--- config.mk ---
export PLATFORM = sky130hd
export DESIGN_NAME = ysyx_24100006_lsu
export DESIGN_NICKNAME = d
export VERILOG_FILES = /design/src/rtl/ysyx_24100006_lsu.sv
export SDC_FILE = /design/constraint.sdc
export NUM_CORES = 1
export LEC_CHECK = 0
export BUFFER_PORTS_ARGS = -buffer_cell sky130_fd_sc_hd__buf_2
export CAP_MARGIN = 20
export CORE_MARGIN = 8
export CORE_UTILIZATION = 40
export DETAILED_ROUTE_END_ITERATION = 10
export MAX_ROUTING_LAYER = met4
export PLACE_DENSITY_LB_ADDON = 0.3
export SLEW_MARGIN = 0
export SYNTH_ARGS = -nofsm -noshare
export SYNTH_HDL_FRONTEND = slang
export SYNTH_SLANG_ARGS = --single-unit
--- constraint.sdc ---
create_clock -name clk -period 2.7 [get_ports clk]
set_input_delay 0.27 -clock clk [delete_from_list [all_inputs] [get_ports clk]]
set_output_delay 0.27 -clock clk [all_outputs]
set_load 0.02 [all_outputs]
--- src/rtl/ysyx_24100006_lsu.sv ---
// ysyx_24100006_lsu -- load/store unit between EXU and WBU with AXI-lite style
// read (AR/R) and write (AW/W/B) channels toward memory.
//
// Ports:
//   clk, reset            sole rising-edge clock; asynchronous active-low reset
//   in_valid / in_ready   request handshake from EXU (ready only in IDLE)
//   alu_result            access address
//   rs2_data              store data (unshifted)
//   Mem_Read / Mem_Write  load / store request (store has priority)
//   Mem_WMask             store size: 8'h01 byte, 8'h03 half, 8'h0F word
//   Mem_RMask             load type: 000 lb, 001 lh, 010 lw, 100 lbu, 101 lhu
//   out_valid / out_ready result handshake toward WBU
//   alu_result_W          captured address
//   mem_rdata             extended load data (0 for stores/faults/non-memory)
//   access_fault          misalignment or nonzero bus response
//   ar*/r*                read address / read data channels
//   aw*/w*/b*             write address / write data / write response channels
module ysyx_24100006_lsu (
  input  logic        clk,
  input  logic        reset,

  input  logic        in_valid,
  output logic        in_ready,
  input  logic [31:0] alu_result,
  input  logic [31:0] rs2_data,
  input  logic        Mem_Read,
  input  logic        Mem_Write,
  input  logic [7:0]  Mem_WMask,
  input  logic [2:0]  Mem_RMask,

  output logic        out_valid,
  input  logic        out_ready,
  output logic [31:0] alu_result_W,
  output logic [31:0] mem_rdata,
  output logic        access_fault,

  output logic [31:0] araddr,
  output logic        arvalid,
  input  logic        arready,
  input  logic [31:0] rdata,
  input  logic [1:0]  rresp,
  input  logic        rvalid,
  output logic        rready,

  output logic [31:0] awaddr,
  output logic        awvalid,
  input  logic        awready,
  output logic [31:0] wdata,
  output logic [3:0]  wstrb,
  output logic        wvalid,
  input  logic        wready,
  input  logic [1:0]  bresp,
  input  logic        bvalid,
  output logic        bready
);

  typedef enum logic [2:0] {
    IDLE    = 3'd0,
    RD_ADDR = 3'd1,
    RD_DATA = 3'd2,
    WR_REQ  = 3'd3,
    WR_RESP = 3'd4,
    DONE    = 3'd5
  } state_t;

  state_t      r_state;
  state_t      w_next;

  logic [31:0] r_addr;
  logic [31:0] r_wdata;
  logic [3:0]  r_wmask;
  logic [2:0]  r_rmask;
  logic        r_aw_pend;
  logic        r_w_pend;
  logic [31:0] r_mem_rdata;
  logic        r_fault;

  logic        w_accept;
  logic        w_mis_st;
  logic        w_mis_ld;
  logic        w_aw_done;
  logic        w_w_done;
  logic [7:0]  w_byte;
  logic [15:0] w_half;
  logic [31:0] w_load_ext;
  logic [31:0] w_wdata_sh;
  logic        w_unused;

  // Upper store-mask bits carry no meaning for a 32-bit bus.
  assign w_unused = ^Mem_WMask[7:4];

  assign w_accept = in_valid && in_ready;

  // Alignment is judged from the live request inputs so a faulting access
  // can skip the bus entirely and land in DONE one cycle after accept.
  assign w_mis_st = ((Mem_WMask[3:0] == 4'hF) && (alu_result[1:0] != 2'b00)) ||
                    ((Mem_WMask[3:0] == 4'h3) && alu_result[0]);
  assign w_mis_ld = ((Mem_RMask[1:0] == 2'b10) && (alu_result[1:0] != 2'b00)) ||
                    ((Mem_RMask[1:0] == 2'b01) && alu_result[0]);

  // A write channel is finished if it already handshook or does so now.
  assign w_aw_done = !r_aw_pend || awready;
  assign w_w_done  = !r_w_pend  || wready;

  // ---------------------------------------------------------------------------
  // State register
  // ---------------------------------------------------------------------------
  always_ff @(posedge clk or negedge reset) begin
    if (!reset) begin
      r_state <= IDLE;
    end else begin
      r_state <= w_next;
    end
  end

  // ---------------------------------------------------------------------------
  // Next-state logic
  // ---------------------------------------------------------------------------
  always_comb begin
    w_next = r_state;
    case (r_state)
      IDLE: begin
        if (w_accept) begin
          if (Mem_Write) begin
            w_next = w_mis_st ? DONE : WR_REQ;
          end else if (Mem_Read) begin
            w_next = w_mis_ld ? DONE : RD_ADDR;
          end else begin
            w_next = DONE;
          end
        end
      end
      RD_ADDR: if (arready)                 w_next = RD_DATA;
      RD_DATA: if (rvalid)                  w_next = DONE;
      WR_REQ:  if (w_aw_done && w_w_done)   w_next = WR_RESP;
      WR_RESP: if (bvalid)                  w_next = DONE;
      DONE:    if (out_ready)               w_next = IDLE;
      default:                              w_next = IDLE;
    endcase
  end

  // ---------------------------------------------------------------------------
  // Load data extraction
  // ---------------------------------------------------------------------------
  always_comb begin
    w_byte = rdata[7:0];
    case (r_addr[1:0])
      2'd0: w_byte = rdata[7:0];
      2'd1: w_byte = rdata[15:8];
      2'd2: w_byte = rdata[23:16];
      2'd3: w_byte = rdata[31:24];
      default: w_byte = rdata[7:0];
    endcase
    w_half = r_addr[1] ? rdata[31:16] : rdata[15:0];

    w_load_ext = rdata;
    case (r_rmask)
      3'b000:  w_load_ext = {{24{w_byte[7]}}, w_byte};
      3'b001:  w_load_ext = {{16{w_half[15]}}, w_half};
      3'b100:  w_load_ext = {24'h0, w_byte};
      3'b101:  w_load_ext = {16'h0, w_half};
      default: w_load_ext = rdata;
    endcase
  end

  // ---------------------------------------------------------------------------
  // Store data lane placement
  // ---------------------------------------------------------------------------
  always_comb begin
    w_wdata_sh = r_wdata;
    case (r_addr[1:0])
      2'd0: w_wdata_sh = r_wdata;
      2'd1: w_wdata_sh = {r_wdata[23:0], 8'h00};
      2'd2: w_wdata_sh = {r_wdata[15:0], 16'h0000};
      2'd3: w_wdata_sh = {r_wdata[7:0], 24'h000000};
      default: w_wdata_sh = r_wdata;
    endcase
  end

  // ---------------------------------------------------------------------------
  // Request capture, write-channel bookkeeping and result registers
  // ---------------------------------------------------------------------------
  always_ff @(posedge clk or negedge reset) begin
    if (!reset) begin
      r_addr      <= '0;
      r_wdata     <= '0;
      r_wmask     <= '0;
      r_rmask     <= '0;
      r_aw_pend   <= 1'b0;
      r_w_pend    <= 1'b0;
      r_mem_rdata <= '0;
      r_fault     <= 1'b0;
    end else begin
      case (r_state)
        IDLE: begin
          if (w_accept) begin
            r_addr      <= alu_result;
            r_wdata     <= rs2_data;
            r_wmask     <= Mem_WMask[3:0];
            r_rmask     <= Mem_RMask;
            r_aw_pend   <= 1'b1;
            r_w_pend    <= 1'b1;
            r_mem_rdata <= '0;
            if (Mem_Write) begin
              r_fault <= w_mis_st;
            end else if (Mem_Read) begin
              r_fault <= w_mis_ld;
            end else begin
              r_fault <= 1'b0;
            end
          end
        end
        RD_DATA: begin
          if (rvalid) begin
            r_fault     <= (rresp != 2'b00);
            r_mem_rdata <= (rresp != 2'b00) ? '0 : w_load_ext;
          end
        end
        WR_REQ: begin
          if (r_aw_pend && awready) r_aw_pend <= 1'b0;
          if (r_w_pend  && wready)  r_w_pend  <= 1'b0;
        end
        WR_RESP: begin
          if (bvalid) begin
            r_fault     <= (bresp != 2'b00);
            r_mem_rdata <= '0;
          end
        end
        default: ;
      endcase
    end
  end

  // ---------------------------------------------------------------------------
  // Outputs: all driven from registered state so they stay stable while a
  // valid is pending.
  // ---------------------------------------------------------------------------
  assign in_ready     = (r_state == IDLE);
  assign out_valid    = (r_state == DONE);
  assign alu_result_W = r_addr;
  assign mem_rdata    = r_mem_rdata;
  assign access_fault = r_fault;

  assign araddr       = {r_addr[31:2], 2'b00};
  assign arvalid      = (r_state == RD_ADDR);
  assign rready       = (r_state == RD_DATA);

  assign awaddr       = {r_addr[31:2], 2'b00};
  assign awvalid      = (r_state == WR_REQ) && r_aw_pend;
  assign wvalid       = (r_state == WR_REQ) && r_w_pend;
  assign wdata        = w_wdata_sh;
  assign wstrb        = r_wmask << r_addr[1:0];
  assign bready       = (r_state == WR_RESP);

endmodule

# Word-level counts from Yosys, hierarchy flattened
# Index checks and enable logic that the tools add are counted.
op_classes:
  n_eq_ne: 23
  shifts: 1
  muxes: 31
  n_reduce_logical: 29
ops:
  columns: ["cell", "count"]
  rows:
  - ["one-hot mux 32 bit (4 select lines)", 2]
  - ["two-way mux 32 bit", 4]
  - ["one-hot mux 32 bit (3 select lines)", 1]
  - ["one-hot mux 8 bit (4 select lines)", 1]
  - ["two-way mux 3 bit", 10]
  - ["one-hot mux 3 bit (6 select lines)", 1]
  - ["two-way mux 16 bit", 1]
  - ["== test 3 bit (second input constant)", 4]
  - ["logical AND 1 bit", 10]
  - ["!= test 2 bit (second input constant)", 5]
  - ["two-way mux 1 bit", 8]
  - ["nonzero test 2 bit", 4]
  - ["== test 2 bit (second input constant)", 3]
  - ["== test 3 x 1 -> 1 bit (second input constant)", 2]
  - ["== test 3 x 2 -> 1 bit (second input constant)", 2]
  - ["logical NOT 3 bit", 2]
  - ["!= test 2 x 1 -> 1 bit (second input constant)", 3]
  - ["AND reduction 3 bit", 2]
  - ["AND reduction 6 bit", 1]
  - ["== test 2 x 1 -> 1 bit (second input constant)", 2]
  - ["== test 4 x 2 -> 1 bit (second input constant)", 1]
  - ["== test 4 bit (second input constant)", 1]
  - ["logical OR 1 bit", 4]
  - ["one-hot mux 1 bit (2 select lines)", 2]
  - ["7 further kinds", 8]
totals:
  reg_bits: 109
  word_cells: 93
  input_bits: 122

# Depth between registers and ports, before layout
# Gate-level depths: netlist of run 1.
logic_depth:
  depth_word: 8
  ltp_mapped: 8

# Worst setup path before layout of run 1
# Ideal clock, no wire load.
synth_path:
  path_type: "flip-flop to output port"
  from: "reg r_addr[0] (netlist: alu_result_W[0])"
  to: "out wdata[16]"
  required_time_ns: 2.430
  arrival_ns: 1.691
  path_slack_ns: 0.739
  n_path_buf: 3
  path_stages_with_launch: 6
  path_cell_list: "dfrtp_1 -> buf_2 -> buf_2 -> buf_2 -> mux2i_1 -> o21ai_0"
synth_between:
  elab_chain_len: 2
  elab_cells_between_ends: 5
  classes_between: "eq/ne: 3; mux: 1; reduce/logical: 1"
synth_lines:
  columns: ["item", "line", "rtl"]
  rows:
  - ["start: declaration", "69", "logic [31:0] r_addr;"]
  - ["start signal: assignment", "197", "r_addr <= alu_result;"]
  - ["== test 2 bit (tied with other cells)", "171", "case (r_addr[1:0])"]
  - ["one-hot mux 32 bit (4 select lines) (*)", "171", null]
  - ["end: declaration", "48", "output logic [31:0] wdata,"]
# Every way passes the cells marked *; elsewhere a longest branch is shown, timed or not.

# Final worst setup path of run 1
layout_path:
  from: "reg r_state[1]"
  to: "reg r_mem_rdata[28] (netlist: mem_rdata[28])"
layout_between:
  elab_chain_len: 4
  elab_cells_between_ends: 10
  classes_between: "eq/ne: 5; mux: 1; reduce/logical: 4"
layout_lines:
  columns: ["item", "line", "rtl"]
  rows:
  - ["start: declaration", "66", "state_t r_state;"]
  - ["start signal: assignment", "112", "r_state <= w_next;"]
  - ["logical NOT 3 bit", "194, 238", null]
  - ["logical AND 1 bit", "92", "assign w_accept = in_valid && in_ready;"]
  - ["!= test 2 x 1 -> 1 bit (no source line)", null, null]
  - ["AND reduction 4 bit (no source line)", null, null]
  - ["end signal: assignment", "216", "r_mem_rdata <= (rresp != 2'b00) ? '0 : w_load_ext;"]
  - ["end: declaration", "75", "logic [31:0] r_mem_rdata;"]
# Several ways; a longest one is shown, not always the timed one.
# A chain may end at the register's enable or synchronous reset.

==> reports/metrics.yaml, run 1 <==
seq_area_frac_synth: 0.460
power.switching_mw: 4.66
finalMaxSlewViolations: 0
peakVddDrop_v: 0.000772
fin_crit_ns: 2.26
path_max_fanout: 16
final.setup.tns_ns: 0
pin_count: 294
wl_met2_um: 8430
seqCellArea_um2: 2730
grt_max_degree: 60
drc: 0
yosys.area_share.simple: 0.106
synth_top_family_by_area: "multiplexers"
portBuffers: 285
r2r_end: "mem_rdata[28]"
die_x_um: 138
swShare: 0.485
grt_antenna_before_repair: 1
hold_viol_final: 0
startpoint_type: "flip-flop"
tightest_slew_ns: 0.800
status: "finished clean"
drive_above_1_share: 0.421
multi_input_area_um2: 2500
max_freq_ghz: 0.442
wl_met3_um: 1760
regToRegStartpoint: "r_state[1]"
design_area_um2: 7280
syn_inst: 546
fin_nets: 875
ys_types: 45
maxSlewHeadroom: 0.467
viasPerCell: 5.24
grt_pass1_vias: 5177
dr.max_layer_used: "met4"
overflow: 0
period_share: 0.837
clkPwrFrac: 0.127
cts_root_buf: "clkbuf_16"
fillCellCount: 1319
end_kind: "flip-flop"
synthArstFlopShare: 1.00
m1WireLength_um: 7090
p_seq_frac: 0.309
syn-cell-area_um2: 5930
synth_edf_count: 0
path_class: "reg -> reg"
clock_path_buffers: 2
ys_ff_latch: 109
post_cts_resized: 0
htree_levels: 3
wl_um: 17600
drt_iter0_markers: 243
wl_per_cell_um: 18.7
numCtsBuffers: 9
synth_flop_cell: "dfrtp_1"
finalSetupViolCount: 0
crit_path_end: "mem_rdata[28]"
intPower_mw: 4.94
critical_path_arrival_ns: 2.54
yosys.area_share.xor_xnor: 0.00443
crit_start: "r_state[1]"
synth_compound_area_frac: 0.130
placed_cell_area_um2: 7010
dp_hpwl_um: 13800
grt_usage: 0.185
firstDrtPassIters: 4
synth_warnings: 0
vias: 4946
ant_nets: 0
rsz0062_at_grt: "no"
cap_violations: 0
power_frac_comb: 0.564
reg2reg_depth: 4
cts_setup_buffers: 0
clk_pin_slew_worst_paths_ns: 0.07
die_area_um2: 19000
grt_pass1_wl_um: 26800
min_path_type: "in -> async"
synth_fa_ha_area_frac: 0
synthMuxAreaShare: 0.178
dieHeight_um: 138
critPathRequiredTime_ns: 2.98
clock_skew_ns: 0.00422
reg2reg_slack_ns: 0.44
clk_latency_ns: 0.34
cts_sinks: 109
area_growth_pct: 22.9
power_density_nw_per_um2: 1320
gp_congestion: 0.930
power_leakage_nw: 3.73
synth_area_per_cell_um2: 10.9
fp-row-count: 44
coreArea_um2: 14500
start_util: 0.409
cts_tree: "yes"
holdBufCountCts: 0
==> cell usage after synthesis (5+ instances only) <==
library cell | instances | area (µm²)
o21ai_0 | 16 | 80.1
clkbuf_1 | 11 | 41.3
nand2b_1 | 7 | 43.8
a22o_1 | 9 | 78.8
buf_4 | 73 | 548
mux2i_1 | 23 | 230
and3_1 | 5 | 31.3
o22ai_1 | 7 | 43.8
o221ai_1 | 8 | 70.1
nor2_1 | 21 | 78.8
buf_2 | 11 | 55.1
nand2_1 | 44 | 165
a221o_1 | 16 | 160
and2_1 | 13 | 81.3
nor3_1 | 6 | 30.0
a21oi_1 | 20 | 100
mux2_1 | 68 | 766
a211oi_1 | 11 | 82.6
nor2b_1 | 20 | 125
dfrtp_1 | 109 | 2730
a31oi_1 | 7 | 43.8
buf_1 | 5 | 18.8
==> worst max-delay path, stage by stage (launching register included) <==
cell     delay [ns]
dfrtp_1        0.57
nor3b_2        0.29
and3_1         0.45
and2_1         0.60
a221o_1        0.27
==> sequential cells by signal, indices dropped and copies added (netlist names) <==
register and cells:
access_fault 1, r_state 3, alu_result_W 32, r_aw_pend 1, r_wmask 4, r_wdata 32
r_w_pend 1, r_rmask 3, mem_rdata 32
==> final cells by class <==
| class | instances | share of cell area |
|---|---|---|
| sequential | 109 | 0.375 |
| clock buffer | 14 | 0.0349 |
| tap | 184 | 0.0316 |
| multi-input combinational | 333 | 0.343 |
| antenna | 2 | 0.000687 |
| timing repair buffer | 297 | 0.212 |
| clock inverter | 1 | 0.00120 |
| inverter | 3 | 0.00155 |
==> cells by family after synthesis <==
kind of cell,Yosys count
and+or+nand+nor,124
DFF,109
AOI/OAI and AO/OA,107
buffers and inverters,107
muxes,95
xor gates and xnor gates,3
other,1
==> stage by stage <==
step	total power, mW	instances	hold WS (ns)	setup WS, ns	util
floorplan	7.14	549	-0.0256	0.739	-
global placement	8.36	926	0.401	0.547	0.484
finish	9.60	943	0.0112	0.440	0.503
global route	10.3	942	0.0740	0.260	0.503
detailed placement	8.46	926	0.417	0.410	0.484
CTS	9.72	941	0.0334	0.431	0.503
==> power by group through the flow <==
| stage | combinational [mW] | sequential (mW) | clock, mW |
|---|---|---|---|
| 6_report | 5.42 | 2.97 | 1.22 |
| 5_1_grt | 5.83 | 3.10 | 1.33 |
| 4_1_cts | 5.48 | 2.98 | 1.26 |
| 3_5_place_dp | 5.46 | 3.00 | 0 |
| 3_3_place_gp | 5.41 | 2.95 | 0 |
| 2_1_floorplan | 4.01 | 3.13 | 0 |
==> how the worst min path moves through the flow <==
stage | slack [ns] | end | start | cells after the start
after global placement | 0.40 | mem_rdata[28] | reset | 1
final | 0.01 | mem_rdata[3] | reset | 1
after detailed placement | 0.42 | mem_rdata[3] | reset | 1
after CTS | 0.03 | mem_rdata[3] | reset | 1
after global routing | 0.07 | mem_rdata[3] | reset | 1
after floorplan | -0.03 | access_fault | reset | 0
==> layout by cell type, fill, tap and decap left out, drive strengths merged, types with 2 or more instances in the layout <==
cell type / n
conb: 4
a21oi: 20
nand2b: 7
a221o: 16
and3: 5
a31oi: 7
nor3b: 4
dfrtp: 109
nor2: 21
and2: 13
nand2: 44
o22ai: 7
xnor2: 2
inv: 3
o221ai: 8
buf: 297
o21ai: 18
diode: 2
nor2b: 21
clkbuf: 14
a22o: 9
nor3: 7
mux2i: 23
o311ai: 2
a32oi: 3
mux2: 71
a211oi: 11
==> per-layer routing <==
layer / global-route usage / up-vias
met1: 0.214 / 2386
met3: 0.0511 / 23
met4: 0.0752 / 0
li1: - / 2294
met5: - / -
met2: 0.298 / 243
Power figures use the tool's default switching activity.
==> run 2, diff against run 1 <==
ABC_AREA = 1   (was not set)
clock period = 2.16 ns   (was 2.7 ns; I/O delays follow)
==> reports/metrics.yaml, run 2 <==
status: "finished clean"
synth_area_per_cell_um2: 8.52  # -22%
dp_hpwl_um: 14700  # +6.5%
min_path_type: "in -> reg"
syn-cell-area_um2: 6200  # +4.7%
startpoint_type: "flip-flop"
tightest_slew_ns: 0.694  # -0.106 ns
finalMaxSlewViolations: 0  # unchanged
drt_iter0_markers: 409  # +68%
drc: 0  # unchanged
r2r_end: "alu_result_W[10]"
cts_root_buf: "clkbuf_16"
max_freq_ghz: 0.494
synth_flop_cell: "dfrtp_1"
synth_most_common_cell: "nand2_1"
synth_warnings: 0  # unchanged
area_growth_pct: 24.1
ys_types: 29  # -36%
firstDrtPassIters: 5  # +1
power_leakage_nw: 4.42  # +19%
ant_nets: 0  # unchanged
path_class: "reg -> out"
reg2reg_depth: 6  # +2
critical_path_arrival_ns: 1.81  # -0.73 ns
yosys.area.top_type: "dfrtp_1"
cp_slowest_stage_delay_ns: 0.42  # -0.18 ns
overflow: 0  # unchanged
min_from: "wready"
reg2reg_slack_ns: 0.30  # -0.14 ns
clk_pin_slew_worst_paths_ns: 0.08  # about the same
wl_per_cell_um: 16.8  # -10%
fin_crit_ns: 2.02
path_max_fanout: 8  # -8
cap_violations: 0  # unchanged
cts_setup_buffers: 0  # unchanged
synth_edf_count: 0  # unchanged
clock_skew_ns: 0.0105  # +0.00629 ns
numCtsBuffers: 9  # unchanged
portBuffers: 285  # unchanged
final_cell_mix: "buf_2, nand2_1, dfrtp_1"
clock_path_buffers: 2  # unchanged
wl_um: 19200  # +8.7%
grt_pass1_wl_um: 29800  # +12%
critPathRequiredTime_ns: 1.94  # -1.04 ns
viasPerCell: 4.93  # -6.0%
rsz0062_at_grt: "no"
syn_inst: 728  # +33%
seqCellArea_um2: 2730  # about the same
cts_tree: "yes"
final.setup.tns_ns: 0  # unchanged
path_cells: "inv_1 -> nand2_1 -> inv_1 -> nand2_1 -> o2111ai_1 -> buf_2"
dieHeight_um: 141  # +2.0%
grt_usage: 0.194  # +0.00945
layout_commonest_cell: "buf_2"
synthTopCellsByCount: "nand2_1, dfrtp_1, nor2_1"
finalSetupViolCount: 0  # unchanged
end_kind: "primary output"
seq_area_frac_synth: 0.440  # -0.0205
crit_buf_inv: 3  # +3
die_area_um2: 19700  # +4.1%
design_area_um2: 7700  # +5.7%
min_to: "r_w_pend"
grt_antenna_before_repair: 2  # +1
synth_top_area_frac: 0.440  # -0.0205
die_x_um: 141  # +2.0%
fin_util: 0.506  # +0.00332
crit_family: "buffers and inverters"
fin_nets: 1070  # +22%
drive_above_1_share: 0.401  # -0.0201
start_util: 0.408  # -0.00128
grt_pass1_vias: 5510  # +6.4%
synth.area.top_cells: "dfrtp_1, nand2_1, mux2_4"
multi_input_area_um2: 2620  # +4.9%
coreArea_um2: 15200  # +5.0%
gp_congestion: 0.870  # -6.4%
power_density_nw_per_um2: 1690  # +28%
peakVddDrop_v: 0.000932  # +21%
period_share: 0.937
vias: 5635  # +14%
htree_levels: 3  # unchanged
regToRegStartpoint: "r_state[1]"
min_path_cells: 2
grt_max_degree: 47  # -22%
pin_count: 294  # unchanged
hold_viol_final: 0  # unchanged
maxSlewHeadroom: 0.536  # +0.0693
fp-row-count: 45  # +2.3%
cts_sinks: 109  # unchanged
placed_cell_area_um2: 7380  # +5.2%
ys_ff_latch: 109  # unchanged
fillCellCount: 1544  # +17%
cp_slowest_cell: "dfrtp_1"
clk_latency_ns: 0.35  # about the same
synthArstFlopShare: 1.00  # unchanged
[run 2: changes by cell type in the layout (fill, tap and decap cells not counted), sizes merged, moves of 9 or more]
| cell | previous run | this run |
|---|---|---|
| inv | 3 | 54 |
| a211oi | 11 | 0 |
| a221o | 16 | 0 |
| nor2b | 21 | 0 |
| nand3 | 0 | 42 |
| o21ai | 18 | 34 |
| and2 | 13 | 0 |
| a21oi | 20 | 32 |
| mux2i | 23 | 0 |
| nor2 | 21 | 94 |
| a22o | 9 | 0 |
| mux2 | 71 | 52 |
| nand2 | 44 | 171 |
[run 2: stage by stage]
step	power [mW]	cells	hold WS, ns	worst slack, ns
2_1_floorplan	9.49	731	-0.0796	0.312
3_3_place_gp	11.3	1124	0.274	0.273
3_5_place_dp	11.3	1124	0.274	0.190
4_1_cts	13.1	1140	0.0419	0.0987
5_1_grt	13.8	1142	0.0731	0.00482
6_report	13.0	1143	0.0567	0.137
[run 2: where the power goes]
group,internal [mW],switching (mW)
Sequential,2.82,0.649
Combinational,2.78,5.04
Clock,0.905,0.801
[run 2: worst max path at each step]
stage                     depth (start not counted)             from             to  slack [ns]
final                                             6  alu_result_W[0]      wdata[27]        0.14
after global routing                              6  alu_result_W[0]      wdata[27]       0.005
after CTS                                         5  alu_result_W[0]      wdata[15]         0.1
after floorplan                                   5  alu_result_W[0]      wdata[10]        0.31
after global placement                            7  alu_result_W[1]  mem_rdata[21]        0.27
after detailed placement                          7  alu_result_W[1]  mem_rdata[26]        0.19
[run 2: cell families (layout without fill, tap and decap cells)]
kind of cell | Yosys count | in the layout | synth area share
compound gates | 94 | 94 | 0.0886
buf+inv | 150 | 371 | 0.141
flops | 109 | 109 | 0.440
mux | 52 | 52 | 0.119
other cells | 1 | 7 | 0.000605
simple gates | 322 | 322 | 0.212
[run 2: per-layer routing]
metal,track usage,routed length [µm]
met5,-,0
met4,0.0560,255
met3,0.0445,1430
met2,0.313,9170
met1,0.240,8320
[run 2: worst reg2reg max path, cell delays in order, from the launching register on]
cell and delay [ns]:
dfrtp_1 0.46, inv_1 0.13, nand2_1 0.12, inv_2 0.06, nand2_4 0.26, buf_4 0.37, mux2_4 0.33
[run 2: repair_timing]
action | CTS | global route
setup endpoints to repair | 7 | 2
resized for setup | 1 | 1
hold buffers | 1 | 0
endpoints found under the hold margin | 43 | 0
[run 2: area by class of cell]
class                           count  share of cell area
Timing Repair Buffer              304               0.209
Clock inverter                      6             0.00927
Tap cell                          188              0.0306
Antenna cell                        3            0.000975
Clock buffer                        9              0.0293
Inverter                           52              0.0254
Sequential cell                   109               0.355
Multi-Input combinational cell    472               0.341
